<file path="src/rtl/heap_pkg.sv">
// Shared heap geometry and the move sequencer state type.
// The geometry values are used by the controller, its address generator and the bench.
package heap_pkg;

  localparam int MemoryElementWidth = 12;
  localparam int NArea              = 9;
  localparam int NArrays            = 2;
  localparam int NHeap              = NArea * NArrays;
  localparam int HeapAddrW          = $clog2(NHeap);
  localparam int MEW                = MemoryElementWidth;

  typedef enum logic [2:0] {
    ST_IDLE,
    ST_CHECK,
    ST_COPY,
    ST_DRAIN,
    ST_SIZE,
    ST_DONE
  } move_state_t;

  // Zero-extended sum so that offset+length bounds checks cannot wrap.
  function automatic logic [MEW:0] ext_sum(input logic [MEW-1:0] a, input logic [MEW-1:0] b);
    return {1'b0, a} + {1'b0, b};
  endfunction

endpackage

</file>
<file path="src/rtl/heap_addr_gen.sv">
// Maps (array, offset, index) to a flat heap word address.
// Callers only present operands that have already passed the bounds check.
module heap_addr_gen
  import heap_pkg::*;
(
  input  logic [MEW-1:0]       array_i,
  input  logic [MEW-1:0]       offset_i,
  input  logic [MEW-1:0]       index_i,
  output logic [HeapAddrW-1:0] addr_o
);

  localparam logic [MEW-1:0] AREA = MEW'(NArea);

  assign addr_o = HeapAddrW'(array_i * AREA + offset_i + index_i);

endmodule

</file>
<file path="src/rtl/move_long_controller.sv">
// Sequences one moveLong block copy through a 1R/1W heap RAM, one element per cycle,
// then raises the target array length when the copy extends past it.
module move_long_controller
  import heap_pkg::*;
(
  input  logic                 clock_i,
  input  logic                 reset_ni,
  input  logic                 start_i,
  input  logic [MEW-1:0]       src_array_i,
  input  logic [MEW-1:0]       src_offset_i,
  input  logic [MEW-1:0]       tgt_array_i,
  input  logic [MEW-1:0]       tgt_offset_i,
  input  logic [MEW-1:0]       length_i,
  output logic                 busy_o,
  output logic                 done_o,
  output logic                 error_o,
  output logic                 mem_rd_en_o,
  output logic [HeapAddrW-1:0] mem_rd_addr_o,
  input  logic [MEW-1:0]       mem_rd_data_i,
  output logic                 mem_wr_en_o,
  output logic [HeapAddrW-1:0] mem_wr_addr_o,
  output logic [MEW-1:0]       mem_wr_data_o,
  input  logic [MEW-1:0]       size_rd_data_i,
  output logic                 size_wr_en_o,
  output logic [MEW-1:0]       size_wr_array_o,
  output logic [MEW-1:0]       size_wr_value_o
);

  localparam logic [MEW:0]   AREA_LIMIT  = (MEW+1)'(NArea);
  localparam logic [MEW-1:0] ARRAY_LIMIT = MEW'(NArrays);
  localparam logic [MEW-1:0] ONE         = MEW'(1);

  move_state_t          state_q;
  logic [MEW-1:0]       src_arr_q, src_off_q, tgt_arr_q, tgt_off_q, len_q;
  logic [MEW-1:0]       rd_idx_q, wr_idx_q, cnt_q;
  logic                 busy_q, done_q, error_q;
  logic                 rd_en_q, wr_en_q, size_en_q;
  logic [MEW-1:0]       size_arr_q, size_val_q;

  logic [MEW:0]         src_end, tgt_end;
  logic                 bad_cmd, descending;
  logic [HeapAddrW-1:0] rd_addr, wr_addr;

  assign src_end = ext_sum(src_off_q, len_q);
  assign tgt_end = ext_sum(tgt_off_q, len_q);
  assign bad_cmd = (src_arr_q >= ARRAY_LIMIT) || (tgt_arr_q >= ARRAY_LIMIT) ||
                   (src_end > AREA_LIMIT) || (tgt_end > AREA_LIMIT);
  // Copy high-to-low when the target overlaps above the source so no source word is clobbered early.
  assign descending = (src_arr_q == tgt_arr_q) && (tgt_off_q > src_off_q);

  heap_addr_gen u_rd_addr (
    .array_i  (src_arr_q),
    .offset_i (src_off_q),
    .index_i  (rd_idx_q),
    .addr_o   (rd_addr)
  );

  heap_addr_gen u_wr_addr (
    .array_i  (tgt_arr_q),
    .offset_i (tgt_off_q),
    .index_i  (wr_idx_q),
    .addr_o   (wr_addr)
  );

  always_ff @(posedge clock_i or negedge reset_ni) begin
    if (!reset_ni) begin
      state_q    <= ST_IDLE;
      src_arr_q  <= '0;
      src_off_q  <= '0;
      tgt_arr_q  <= '0;
      tgt_off_q  <= '0;
      len_q      <= '0;
      rd_idx_q   <= '0;
      wr_idx_q   <= '0;
      cnt_q      <= '0;
      busy_q     <= 1'b0;
      done_q     <= 1'b0;
      error_q    <= 1'b0;
      rd_en_q    <= 1'b0;
      wr_en_q    <= 1'b0;
      size_en_q  <= 1'b0;
      size_arr_q <= '0;
      size_val_q <= '0;
    end else begin
      unique case (state_q)
        ST_IDLE: begin
          if (start_i) begin
            src_arr_q <= src_array_i;
            src_off_q <= src_offset_i;
            tgt_arr_q <= tgt_array_i;
            tgt_off_q <= tgt_offset_i;
            len_q     <= length_i;
            busy_q    <= 1'b1;
            state_q   <= ST_CHECK;
          end
        end
        ST_CHECK: begin
          if (bad_cmd) begin
            error_q <= 1'b1;
            done_q  <= 1'b1;
            state_q <= ST_DONE;
          end else if (len_q == '0) begin
            done_q  <= 1'b1;
            state_q <= ST_DONE;
          end else begin
            rd_idx_q <= descending ? (len_q - ONE) : '0;
            cnt_q    <= ONE;
            rd_en_q  <= 1'b1;
            state_q  <= ST_COPY;
          end
        end
        ST_COPY: begin
          // The word read this cycle is written next cycle, when its data arrives.
          wr_en_q  <= 1'b1;
          wr_idx_q <= rd_idx_q;
          if (cnt_q == len_q) begin
            rd_en_q <= 1'b0;
            state_q <= ST_DRAIN;
          end else begin
            rd_idx_q <= descending ? (rd_idx_q - ONE) : (rd_idx_q + ONE);
            cnt_q    <= cnt_q + ONE;
          end
        end
        ST_DRAIN: begin
          wr_en_q    <= 1'b0;
          size_en_q  <= tgt_end > {1'b0, size_rd_data_i};
          size_arr_q <= tgt_arr_q;
          size_val_q <= tgt_end[MEW-1:0];
          state_q    <= ST_SIZE;
        end
        ST_SIZE: begin
          size_en_q <= 1'b0;
          done_q    <= 1'b1;
          state_q   <= ST_DONE;
        end
        ST_DONE: begin
          done_q  <= 1'b0;
          error_q <= 1'b0;
          busy_q  <= 1'b0;
          state_q <= ST_IDLE;
        end
        default: state_q <= ST_IDLE;
      endcase
    end
  end

  assign busy_o          = busy_q;
  assign done_o          = done_q;
  assign error_o         = error_q;
  assign mem_rd_en_o     = rd_en_q;
  assign mem_rd_addr_o   = rd_en_q ? rd_addr : '0;
  assign mem_wr_en_o     = wr_en_q;
  assign mem_wr_addr_o   = wr_en_q ? wr_addr : '0;
  assign mem_wr_data_o   = wr_en_q ? mem_rd_data_i : '0;
  assign size_wr_en_o    = size_en_q;
  assign size_wr_array_o = size_arr_q;
  assign size_wr_value_o = size_val_q;

endmodule

</file>
<file path="config.mk">
export PLATFORM = sky130hd
export DESIGN_NAME = move_long_controller
export DESIGN_NICKNAME = d
export VERILOG_FILES = /design/src/rtl/heap_pkg.sv /design/src/rtl/heap_addr_gen.sv /design/src/rtl/move_long_controller.sv
export SDC_FILE = /design/constraint.sdc
export NUM_CORES = 1
export LEC_CHECK = 0
export CAP_MARGIN = 10
export CORE_ASPECT_RATIO = 0.7
export CORE_UTILIZATION = 58
export CTS_CLUSTER_SIZE = 25
export DETAILED_ROUTE_END_ITERATION = 10
export HOLD_SLACK_MARGIN = 0.15
export PLACE_DENSITY_LB_ADDON = 0.12
export SLEW_MARGIN = 40
export SYNTH_ARGS = -nofsm -noshare
export SYNTH_HDL_FRONTEND = slang
export SYNTH_SLANG_ARGS = --single-unit
</file>
<file path="constraint.sdc">
create_clock -name clock_i -period 6.8 [get_ports clock_i]
set_clock_uncertainty 0.15 [all_clocks]
set_input_delay 1.7 -clock clock_i [delete_from_list [all_inputs] [get_ports clock_i]]
set_output_delay 1.7 -clock clock_i [all_outputs]
set_load 0.05 [all_outputs]
</file>
==> flow_metrics.tcl <==
set metrics [dict create \
    die_y_um 97.10 \
    tritoncts "built" \
    wl_um 20300 \
    slew_headroom_pct 52.24 \
    grt.busiest_layer "met2" \
    synth_area_per_cell_um2 10.03 \
    maxSlewViolCount 0 \
    period_minus_slack_ps 5739 \
    clk_path_buf_depth 2 \
    ctsResizeCount 0 \
    htree_levels 4 \
    coreArea_um2 12510 \
    die_width_um 137.9 \
    fin_crit_sh_pct 84.40 \
    cts_buffers 17 \
    syn_nets 909 \
    design_area_um2 9644 \
    drtIter0Drc 422 \
    port_buffers 138 \
    track_usage_pct 32.31 \
    critical-path-top-delay-family "adder cells" \
    drive_above_1_share_pct 12.43 \
    initial_core_util_pct 59.91 \
    yosys-top-cells-area "dfrtp_1, ha_1, mux2_2" \
    rows 34 \
    ys_ff_latch 115 \
    postCtsSetupBuffers 0 \
    arrival_ps 3890 \
    grt_pass1_wl_um 32900 \
    ys_types 58 \
    hpwl_um 15160 \
    drt-vias-per-instance 5.938 \
    firstDrtPassIters 6 \
    cts_hold_buffers 0 \
    layout.nets 1050 \
    yosysWarnings 0 \
    crit_top_cell "xnor2_1" \
    grt_max_degree 76 \
    ir_drop_mv 0.3211 \
    synth_area_leader_cell "dfrtp_1" \
    p_leak_uw 0.004312 \
    async_reset_ff_share_pct 100.0 \
    ioPinCount 139 \
    fin_tns_setup_ps 0 \
    use_met1_pct 45.33 \
    placed_area_um2 9061 \
    gp_congestion 0.9990 \
    postSynthCellCount 747 \
    critPathMaxFanout 5 \
    cts_root_buf "clkbuf_16" \
    via_count 6312 \
    hold_violations 0 \
    required_ps 4950 \
    setup_viol 0 \
    grt_pass1_vias 6394 \
    worst-path-buf-inv 2 \
    dieArea_um2 13390 \
    slowest_stage "clkdlybuf4s50_1" \
    p_per_area_nw_per_um2 490.2 \
    grt_overflow_total 0 \
    synth_ff_type "dfrtp_1" \
    routedWlPerCell_um 19.10 \
    grt_antenna_before_repair 0 \
    worstMarginPinSlew_ps 714.6 \
    clk_latency_ps 410 \
    outcome "finished clean" \
    ys_seq_area_share_pct 38.40 \
    hold_class "flip-flop to flip-flop" \
    fmax_mhz 174.2 \
    syn_area_um2 7493 \
    numClockSinks 115 \
    path_class "flip-flop to output pin" \
    max_stage_delay_ps 800 \
    path_clk_slew_ps 60 \
    maxCapViolCount 0 \
    rsz0062_at_grt "false" \
    worstSetupEndpointType "output pin" \
    diodes 0 \
    met2_usage_pct 50.85 \
    cp-start-kind "flip-flop" \
    use_met3_pct 5.999 \
    synth_top_area_share_pct 38.40 \
    drc 0 \
    area_delta_synth_final_pct 28.70 \
    antenna_left 0 \
    synth_edf_count 0 \
    critical_path.cell_chain "fa_1, ha_1, ha_1, inv_1, fa_1, xnor2_1, xnor2_1, xnor2_1, and2_1, clkdlybuf4s50_1" \
]
-- flip-flops by register name (all words and copies together) (netlist names), 12 cells and up --
signal,flops
len_q,12
cnt_q,12
size_wr_array_o,12
tgt_off_q,12
tgt_arr_q,12
size_wr_value_o,12
src_arr_q,12
src_off_q,12
-- tightest hold or removal path: cells and delay by family, from the launching register on --
kind | cells | cell delay [ps]
flops | 1 | 340
compound gates | 1 | 60
simple gates | 1 | 50
-- final timing paths --
| check | from | end | slack (ps) | cells after the start |
|---|---|---|---|---|
| min in group asynchronous | reset_ni | size_wr_array_o[7] | 1080 | 1 |
| max in group asynchronous | reset_ni | tgt_off_q[3] | 4420 | 2 |
| min | size_wr_value_o[9] | size_wr_value_o[9] | 330 | 2 |
| max | tgt_arr_q[3] | mem_wr_addr_o[4] | 1060 | 10 |
| max reg2reg | len_q[3] | rd_idx_q[3] | 2320 | 10 |
| min reg2reg | size_wr_value_o[9] | size_wr_value_o[9] | 330 | 2 |
-- through the flow --
stage | setup WS (ps) | instances | total power [µW] | hold slack [ps] | util (%)
2_1_floorplan | 2165 | 747 | 3006 | 351.5 | -
3_3_place_gp | 1579 | 1030 | 3642 | 314.2 | 72.19
3_5_place_dp | 1506 | 1031 | 3769 | 322.2 | 72.45
4_1_cts | 1072 | 1063 | 4679 | 332.0 | 77.08
5_1_grt | 950.4 | 1063 | 5097 | 366.6 | 77.11
6_report | 1061 | 1063 | 4727 | 332.0 | 77.11
-- synth_stat cells, drive strengths merged (3+ instances only) --
cell,number
nand3,16
inv,63
o21ai,44
nor3,13
a221o,3
o21a,6
buf,4
nand2,55
nor2,36
ha,62
a21oi,31
nand2b,3
or3,5
a21o,13
fa,13
o211ai,3
o31ai,4
xnor2,47
clkbuf,18
mux2,66
a211oi,4
a31oi,7
dfrtp,115
nor4,7
and3,9
nand4,16
or4,4
xor2,15
a22o,3
nor2b,9
nor3b,3
and2,23
-- logic make-up (layout without fill, tap and decap cells) --
family	count (synthesis)	count (layout)	share of synthesized area (%)
AND/OR/NAND/NOR	206	206	14.09
AO/OA/AOI/OAI	135	135	11.57
flip-flops	115	115	38.40
buffers and inverters	85	239	4.441
adder cells (fa/ha/maj)	76	76	13.96
multiplexers	68	68	10.29
XOR/XNOR	62	62	7.247
-- cell usage in the layout (no fill, tap or decap), types with 4 or more instances in the layout --
cell             count
nand4_1             16
nor2b_1              9
or3_1                5
nor2_1              36
nand2_1             55
a21o_1              13
xnor2_1             47
a21oi_1             31
clkdlybuf4s50_1    137
clkbuf_16           17
fa_1                13
and3_1               9
mux2_2              64
a31oi_1              7
clkinv_2             4
ha_1                62
nor3_1              12
a211oi_1             4
dfrtp_1            115
xor2_1              15
nand3_1             16
o21ai_0             44
inv_1               63
clkinvlp_4           4
o31ai_1              4
o21a_1               6
buf_4                5
and2_1              23
nor4_1               7
-- layer usage --
| metal | up-vias | wire length (µm) |
|---|---|---|
| met5 | - | 0 |
| met1 | 3101 | 9238 |
| met3 | 40 | 1415 |
| met2 | 258 | 9265 |
| met4 | 0 | 383 |
| li1 | 2913 | - |
-- cell type report --
| type | count | area, µm² |
|---|---|---|
| Sequential cell | 115 | 2878 |
| Tap cell | 162 | 202.7 |
| Inverter | 63 | 236.5 |
| Clock buffer | 19 | 442.9 |
| Clock inverter | 13 | 136.4 |
| Timing Repair Buffer | 144 | 1440 |
| Multi-Input combinational cell | 547 | 4308 |
| Fill cell | 847 | 2863 |
-- power breakdown --
part | internal [µW] | total [µW] | switching [µW] | leakage [µW]
registers | 883 | 1210 | 330 | 0.00147
clock network | 547 | 878 | 331 | 0.000275
logic | 1160 | 2640 | 1470 | 0.00257
total | 2590 | 4730 | 2130 | 0.00431
Power figures use the tool's default switching activity.
